`src/rtl/rx_cap_pkg.sv`:
```
// Shared types and helpers for the rx capture burst writer.
// FSM states, counter width and a saturating increment.
package rx_cap_pkg;

  typedef enum logic [1:0] {
    IDLE,
    ARM,
    BURST,
    FLUSH
  } state_t;

  localparam int CNT_W = 16;

  function automatic logic [CNT_W-1:0] sat_inc(
    input logic [CNT_W-1:0] v
  );
    return (&v) ? v : v + 1'b1;
  endfunction

endpackage

```
`src/rtl/rx_cap_fifo.sv`:
```
// Show-ahead synchronous FIFO with fill count.
// Push and pop in the same cycle are legal even when full.
module rx_cap_fifo #(
  parameter int DEPTH = 32,
  parameter int WIDTH = 32
) (
  input  logic                     clk,
  input  logic                     rst_n,
  input  logic                     push,
  input  logic [WIDTH-1:0]         wdata,
  input  logic                     pop,
  output logic [WIDTH-1:0]         rdata,
  output logic [$clog2(DEPTH):0]   fill,
  output logic                     full
);

  localparam int AW = $clog2(DEPTH);

  logic [WIDTH-1:0] mem [DEPTH];
  logic [AW-1:0]    wp;
  logic [AW-1:0]    rp;
  logic             empty;
  logic             do_push;
  logic             do_pop;

  assign empty   = (fill == '0);
  assign full    = (fill == (AW+1)'(DEPTH));
  assign do_pop  = pop & ~empty;
  assign do_push = push & (~full | do_pop);
  assign rdata   = mem[rp];

  // Storage array, no reset needed
  always_ff @(posedge clk) begin
    if (do_push) mem[wp] <= wdata;
  end

  // Pointers and fill count
  always_ff @(posedge clk or negedge rst_n) begin
    if (!rst_n) begin
      wp   <= '0;
      rp   <= '0;
      fill <= '0;
    end else begin
      if (do_push) wp <= wp + 1'b1;
      if (do_pop)  rp <= rp + 1'b1;
      unique case ({do_push, do_pop})
        2'b10:   fill <= fill + 1'b1;
        2'b01:   fill <= fill - 1'b1;
        default: fill <= fill;
      endcase
    end
  end

endmodule

```
`src/rtl/rx_capture_burst_writer.sv`:
```
// Sample stream to Avalon-MM ring buffer burst writer.
// Define RX_CAP_DROP_EN to drop beats on overflow instead of stalling.
module rx_capture_burst_writer
  import rx_cap_pkg::*;
#(
  parameter int SAMPLE_W   = 16,
  parameter int CHANNELS   = 2,
  parameter int ADDR_W     = 32,
  parameter int BURST_LEN  = 8,
  parameter int FIFO_DEPTH = 32,
  localparam int DATA_W    = SAMPLE_W * CHANNELS,
  localparam int BC_W      = $clog2(BURST_LEN) + 1
) (
  input  logic              clk_clk,
  input  logic              reset_reset_n,
  input  logic              start,
  input  logic              stop,
  input  logic [ADDR_W-1:0] cfg_base,
  input  logic [ADDR_W-1:0] cfg_words,
  input  logic              in_valid,
  output logic              in_ready,
  input  logic [DATA_W-1:0] in_data,
  output logic [ADDR_W-1:0] avm_address,
  output logic              avm_write,
  output logic [DATA_W-1:0] avm_writedata,
  output logic [BC_W-1:0]   avm_burstcount,
  input  logic              avm_waitrequest,
  output logic              busy,
  output logic [ADDR_W-1:0] wr_ptr,
  output logic [CNT_W-1:0]  wrap_count,
  output logic              overflow,
  output logic [CNT_W-1:0]  drop_count
);

  localparam int FW  = $clog2(FIFO_DEPTH) + 1;
  localparam int BSH = $clog2(DATA_W / 8);

  state_t            state;
  logic [ADDR_W-1:0] base_q;
  logic [ADDR_W-1:0] words_q;
  logic              enabled;
  logic              stop_pend;
  logic [BC_W-1:0]   beats_left;
  logic [FW-1:0]     fill;
  logic              full;
  logic [DATA_W-1:0] head;
  logic              push;
  logic              beat_ok;

  assign beat_ok       = avm_write & ~avm_waitrequest;
  assign busy          = (state != IDLE);
  assign avm_writedata = avm_write ? head : '0;

`ifdef RX_CAP_DROP_EN
  logic drop;

  assign in_ready = enabled;
  assign push     = in_valid & enabled & ~full;
  assign drop     = in_valid & enabled & full;

  // Sticky overflow flag and saturating drop counter
  always_ff @(posedge clk_clk or negedge reset_reset_n) begin
    if (!reset_reset_n) begin
      overflow   <= 1'b0;
      drop_count <= '0;
    end else if (state == IDLE && start) begin
      overflow   <= 1'b0;
      drop_count <= '0;
    end else if (drop) begin
      overflow   <= 1'b1;
      drop_count <= sat_inc(drop_count);
    end
  end
`else
  assign in_ready   = enabled & ~full;
  assign push       = in_valid & in_ready;
  assign overflow   = 1'b0;
  assign drop_count = '0;
`endif

  rx_cap_fifo #(
    .DEPTH (FIFO_DEPTH),
    .WIDTH (DATA_W)
  ) u_fifo (
    .clk   (clk_clk),
    .rst_n (reset_reset_n),
    .push  (push),
    .wdata (in_data),
    .pop   (beat_ok),
    .rdata (head),
    .fill  (fill),
    .full  (full)
  );

  // Capture control FSM with registered Avalon request outputs
  always_ff @(posedge clk_clk or negedge reset_reset_n) begin
    if (!reset_reset_n) begin
      state          <= IDLE;
      base_q         <= '0;
      words_q        <= '0;
      enabled        <= 1'b0;
      stop_pend      <= 1'b0;
      beats_left     <= '0;
      avm_address    <= '0;
      avm_write      <= 1'b0;
      avm_burstcount <= '0;
      wr_ptr         <= '0;
      wrap_count     <= '0;
    end else begin
      unique case (state)
        IDLE: begin
          if (start) begin
            state      <= ARM;
            base_q     <= cfg_base;
            words_q    <= cfg_words;
            enabled    <= 1'b1;
            stop_pend  <= 1'b0;
            wr_ptr     <= '0;
            wrap_count <= '0;
          end
        end
        ARM: begin
          if (fill >= FW'(BURST_LEN)) begin
            state          <= BURST;
            avm_address    <= base_q + (wr_ptr << BSH);
            avm_burstcount <= BC_W'(BURST_LEN);
            beats_left     <= BC_W'(BURST_LEN);
            avm_write      <= 1'b1;
          end else if (stop_pend && fill != '0) begin
            state          <= FLUSH;
            avm_address    <= base_q + (wr_ptr << BSH);
            avm_burstcount <= BC_W'(fill);
            beats_left     <= BC_W'(fill);
            avm_write      <= 1'b1;
          end else if (stop_pend) begin
            state     <= IDLE;
            stop_pend <= 1'b0;
          end
        end
        BURST, FLUSH: begin
          if (beat_ok) begin
            beats_left <= beats_left - 1'b1;
            if (wr_ptr + 1'b1 == words_q) begin
              wr_ptr     <= '0;
              wrap_count <= sat_inc(wrap_count);
            end else begin
              wr_ptr <= wr_ptr + 1'b1;
            end
            if (beats_left == BC_W'(1)) begin
              avm_write <= 1'b0;
              if (state == FLUSH) begin
                state     <= IDLE;
                stop_pend <= 1'b0;
              end else begin
                state <= ARM;
              end
            end
          end
        end
      endcase
      if (stop && state != IDLE) begin
        enabled   <= 1'b0;
        stop_pend <= 1'b1;
      end
    end
  end

endmodule

```
`config.mk`:
```
export PLATFORM = sky130hd
export DESIGN_NAME = rx_capture_burst_writer
export DESIGN_NICKNAME = d
export VERILOG_FILES = /design/src/rtl/rx_cap_pkg.sv /design/src/rtl/rx_cap_fifo.sv /design/src/rtl/rx_capture_burst_writer.sv
export SDC_FILE = /design/constraint.sdc
export NUM_CORES = 2
export LEC_CHECK = 0
export CAP_MARGIN = 20
export CORE_MARGIN = 1
export CORE_UTILIZATION = 55
export DETAILED_ROUTE_END_ITERATION = 16
export PLACE_DENSITY = 0.8
export SYNTH_ARGS = -nofsm -noshare
export SYNTH_HDL_FRONTEND = slang
export SYNTH_SLANG_ARGS = --single-unit
```
`constraint.sdc`:
```
create_clock -name clk_clk -period 8.4 [get_ports clk_clk]
set_clock_uncertainty 0.2 [all_clocks]
set_input_delay 0.84 -clock clk_clk [delete_from_list [all_inputs] [get_ports clk_clk]]
set_output_delay 0.84 -clock clk_clk [all_outputs]
set_load 0.005 [all_outputs]
```
==> flow_summary_export.csv <==
group,metric,value,unit
outcome,status,"finished with violations",
outcome,violations,"design-rule violations",
floorplan,die_h,302,um
timing,max_freq,174,MHz
clocking,tritoncts,"built",
synthesis,yosysWarnings,0,
global_routing,grt_max_degree,114,
layout,final_common_cell,"edfxtp_1",
critical_path,critPathTopFamily,"multiplexers",
route,drt_pass1_iterations,11,
synthesis,netlist_instances,2636,
floorplan,io_pins,238,
global_routing,gr-usage-all-layers,28.5,%
clocking,clk_pin_slew,0.06,ns
critical_path,worstPathArrival,4.70,ns
clocking,clock_sinks,1197,
synthesis,synth_area_leaders,"edfxtp_1 62%, mux4_2 15%, dfrtp_1 8.8%, mux2_2 1.5%, ha_1 1.1%",
pwr,max-vdd-ir-drop,0.000331,V
timing,worst_pin_slew,1.15,ns
layout,layout_common_cells,"1024 x edfxtp_1, 320 x mux4_2, 219 x clkdlybuf4s50_1, 167 x dfrtp_1, 123 x nand2_1",
clocking,cts_resized,0,
layout,area_delta_synth_final,15.3,%
synthesis,syn_area_per_cell,18.8,um^2
critical_path,worstSetupPathType,"register to primary output",
timing,setup_viol,0,
timing,min_period,5.74,ns
synthesis,async_reset_ff_share,14.5,%
clocking,clock_path_buffers,3,
critical_path,crit_chain,"buf_12 -> mux4_2 -> mux4_2 -> mux2i_1 -> nor2b_1 -> clkdlybuf4s50_1",
layout,drive_above_1_share,22.8,%
placement,dp_hpwl,69900,um
global_routing,grt_pass1_wl,186000,um
route,route.detailed.wl_per_inst,31.0,um
pwr,p_leak,18.9,nW
timing,hold_violations,0,
floorplan,rows,109,
global_routing,grt_pass1_vias,27900,
pwr,p_per_area,321,mW/mm^2
layout,finalNetCount,3036,
placement,routabilityCongestion,0.924,
route,dr.first_iter.drc_count,3080,
critical_path,critPathMaxStageDelay,0.94,ns
critical_path,path_buf_inv,2,
timing,finalCritPeriodShare,68.3,%
placement,io_buffers,220,
synthesis,yosysTopAreaCell,"edfxtp_1",
critical_path,end_kind,"primary output",
floorplan,core,0.0888,mm^2
critical_path,crit_fanout,113,
timing,relSlewSlack,23.4,%
route,vias_per_cell,6.62,
global_routing,grt-ovfl-total,0,
run,max_cap_violations,0,
clocking,holdBufCountCts,0,
critical_path,path_common_cell,"mux4_2",
synthesis,seq_area_frac_synth,70.9,%
synthesis,synth-edff-count,1024,
critical_path,critPathRequiredTime,7.36,ns
route,drc,21,
synthesis,synth_top_area_share,62.2,%
timing,rsz0062_at_grt,"no",
floorplan,start_util,55.7,%
floorplan,dieArea,0.0911,mm^2
worst_hold_path,hold_class,"input pin to asynchronous set/reset pin",
global_routing,antenna_found_initial,4,
critical_path,cp-start-kind,"register",
clocking,cts_root_buffer,"clkbuf_16",
timing,setup_tns,0,ns
floorplan,die_w,302,um
clocking,post_cts_buffers,0,
route,route.vias.total,27500,
timing,slew_violations,0,
synthesis,synth_ff_type,"edfxtp_1",
route,wl,129000,um
route,ant_nets,0,
synthesis,yosysUniqueCellTypes,77,
synthesis,synth_area,0.0495,mm^2
clocking,cts-htree-levels,3,
critical_path,slowest_stage,"dfrtp_4",
pwr,power.total,18.3,mW
synthesis,synth_seq_cells,1197,
clocking,cts_buffers,114,
clocking,clock_latency,0.74,ns
power by group:
group	switching [mW]	total, mW	internal [mW]	leakage (nW)
Combinational	2.72	5.73	3.01	5.65
Clock	2.30	5.15	2.85	1.85
Sequential	0.634	7.45	6.82	11.4
cell usage after synthesis (12+ instances only):
cell type / number
nor3_1: 19
o31ai_1: 31
nand3_1: 38
xor2_1: 29
o21ai_0: 94
nor2_1: 83
mux2_2: 66
mux4_2: 320
nor2b_1: 47
nand2_1: 123
buf_4: 20
edfxtp_1: 1024
and3_1: 12
buf_1: 25
a22o_1: 13
a21oi_1: 52
nand4_1: 19
dfrtp_1: 173
xnor2_1: 47
ha_1: 43
inv_1: 31
mux2i_1: 38
clkbuf_1: 97
a21o_1: 23
cell families after synthesis:
logic type / share of synthesized area (%)
flops: 70.9
mux: 16.9
simple gates: 4.34
compound gates: 3.67
buf+inv: 1.62
xor+xnor: 1.41
fa+ha+maj: 1.17
other cells: 0.00758
path summary, 6_finish.rpt:
kind	slack, ns	from	depth (start not counted)	endpoint
hold / removal	0.04	reset_reset_n	1	u_fifo.fill[1]
hold reg to reg	0.28	avm_address[25]	2	avm_address[25]
setup reg to reg	3.18	wr_ptr[0]	13	wr_ptr[21]
setup / recovery	2.66	u_fifo.rp[0]	6	avm_writedata[26]
max in group asynchronous	6.36	reset_reset_n	2	u_fifo.rp[3]
min in group clk_clk	0.28	avm_address[25]	2	avm_address[25]
final cells by class:
| class | count | area (um^2) |
|---|---|---|
| antenna | 2 | 5.00 |
| sequential | 1197 | 35100 |
| timing repair buffer | 275 | 2660 |
| multi-input combinational | 1270 | 13900 |
| clock buffer | 142 | 3060 |
| tap | 1165 | 1460 |
| inverter | 31 | 116 |
| fill | 5733 | 31800 |
| clock inverter | 76 | 717 |
metal layers:
metal  routed length (um)  track usage (%)  up-vias
met5                   32                0        -
met4                 5520             12.3        4
met3                12500             5.45      339
met2                63600             46.7     1809
met1                47000             37.7    14200
li1                     -                -    11200
per-stage QoR:
stage	cells	instance area (um^2)	worst slack, ns	utilization, %	hold WS [ns]
floorplan	2652	49500	4.35	-	0.235
global placement	3936	53200	3.39	59.9	0.250
detailed placement	3936	53200	3.25	59.9	0.261
CTS	4154	57000	2.58	64.2	0.0626
global route	4158	57000	2.42	64.2	0.127
finish	4158	57000	2.66	64.2	0.0400
worst reg2reg max path, stage by stage (launching register included):
cell and delay (ns):
dfrtp_1 0.52, ha_1 0.39, nand4_1 0.30, nor3_1 0.95, nand3_1 0.30, a31oi_1 0.29
nand4_1 0.12, or4_4 0.58, o31ai_4 0.17, buf_4 0.37, nand2b_1 0.27, buf_4 0.37
nor3b_1 0.11, a21o_1 0.16
sequential cells by signal, summed over array words and instances (netlist names):
register,count
avm_address,32
avm_burstcount,4
avm_write,1
base_q,32
beats_left,4
enabled,1
state,2
stop_pend,1
u_fifo.fill,6
u_fifo.mem,1024
u_fifo.rp,5
u_fifo.wp,5
words_q,32
wr_ptr,32
wrap_count,16
Power figures use the tool's default switching activity.
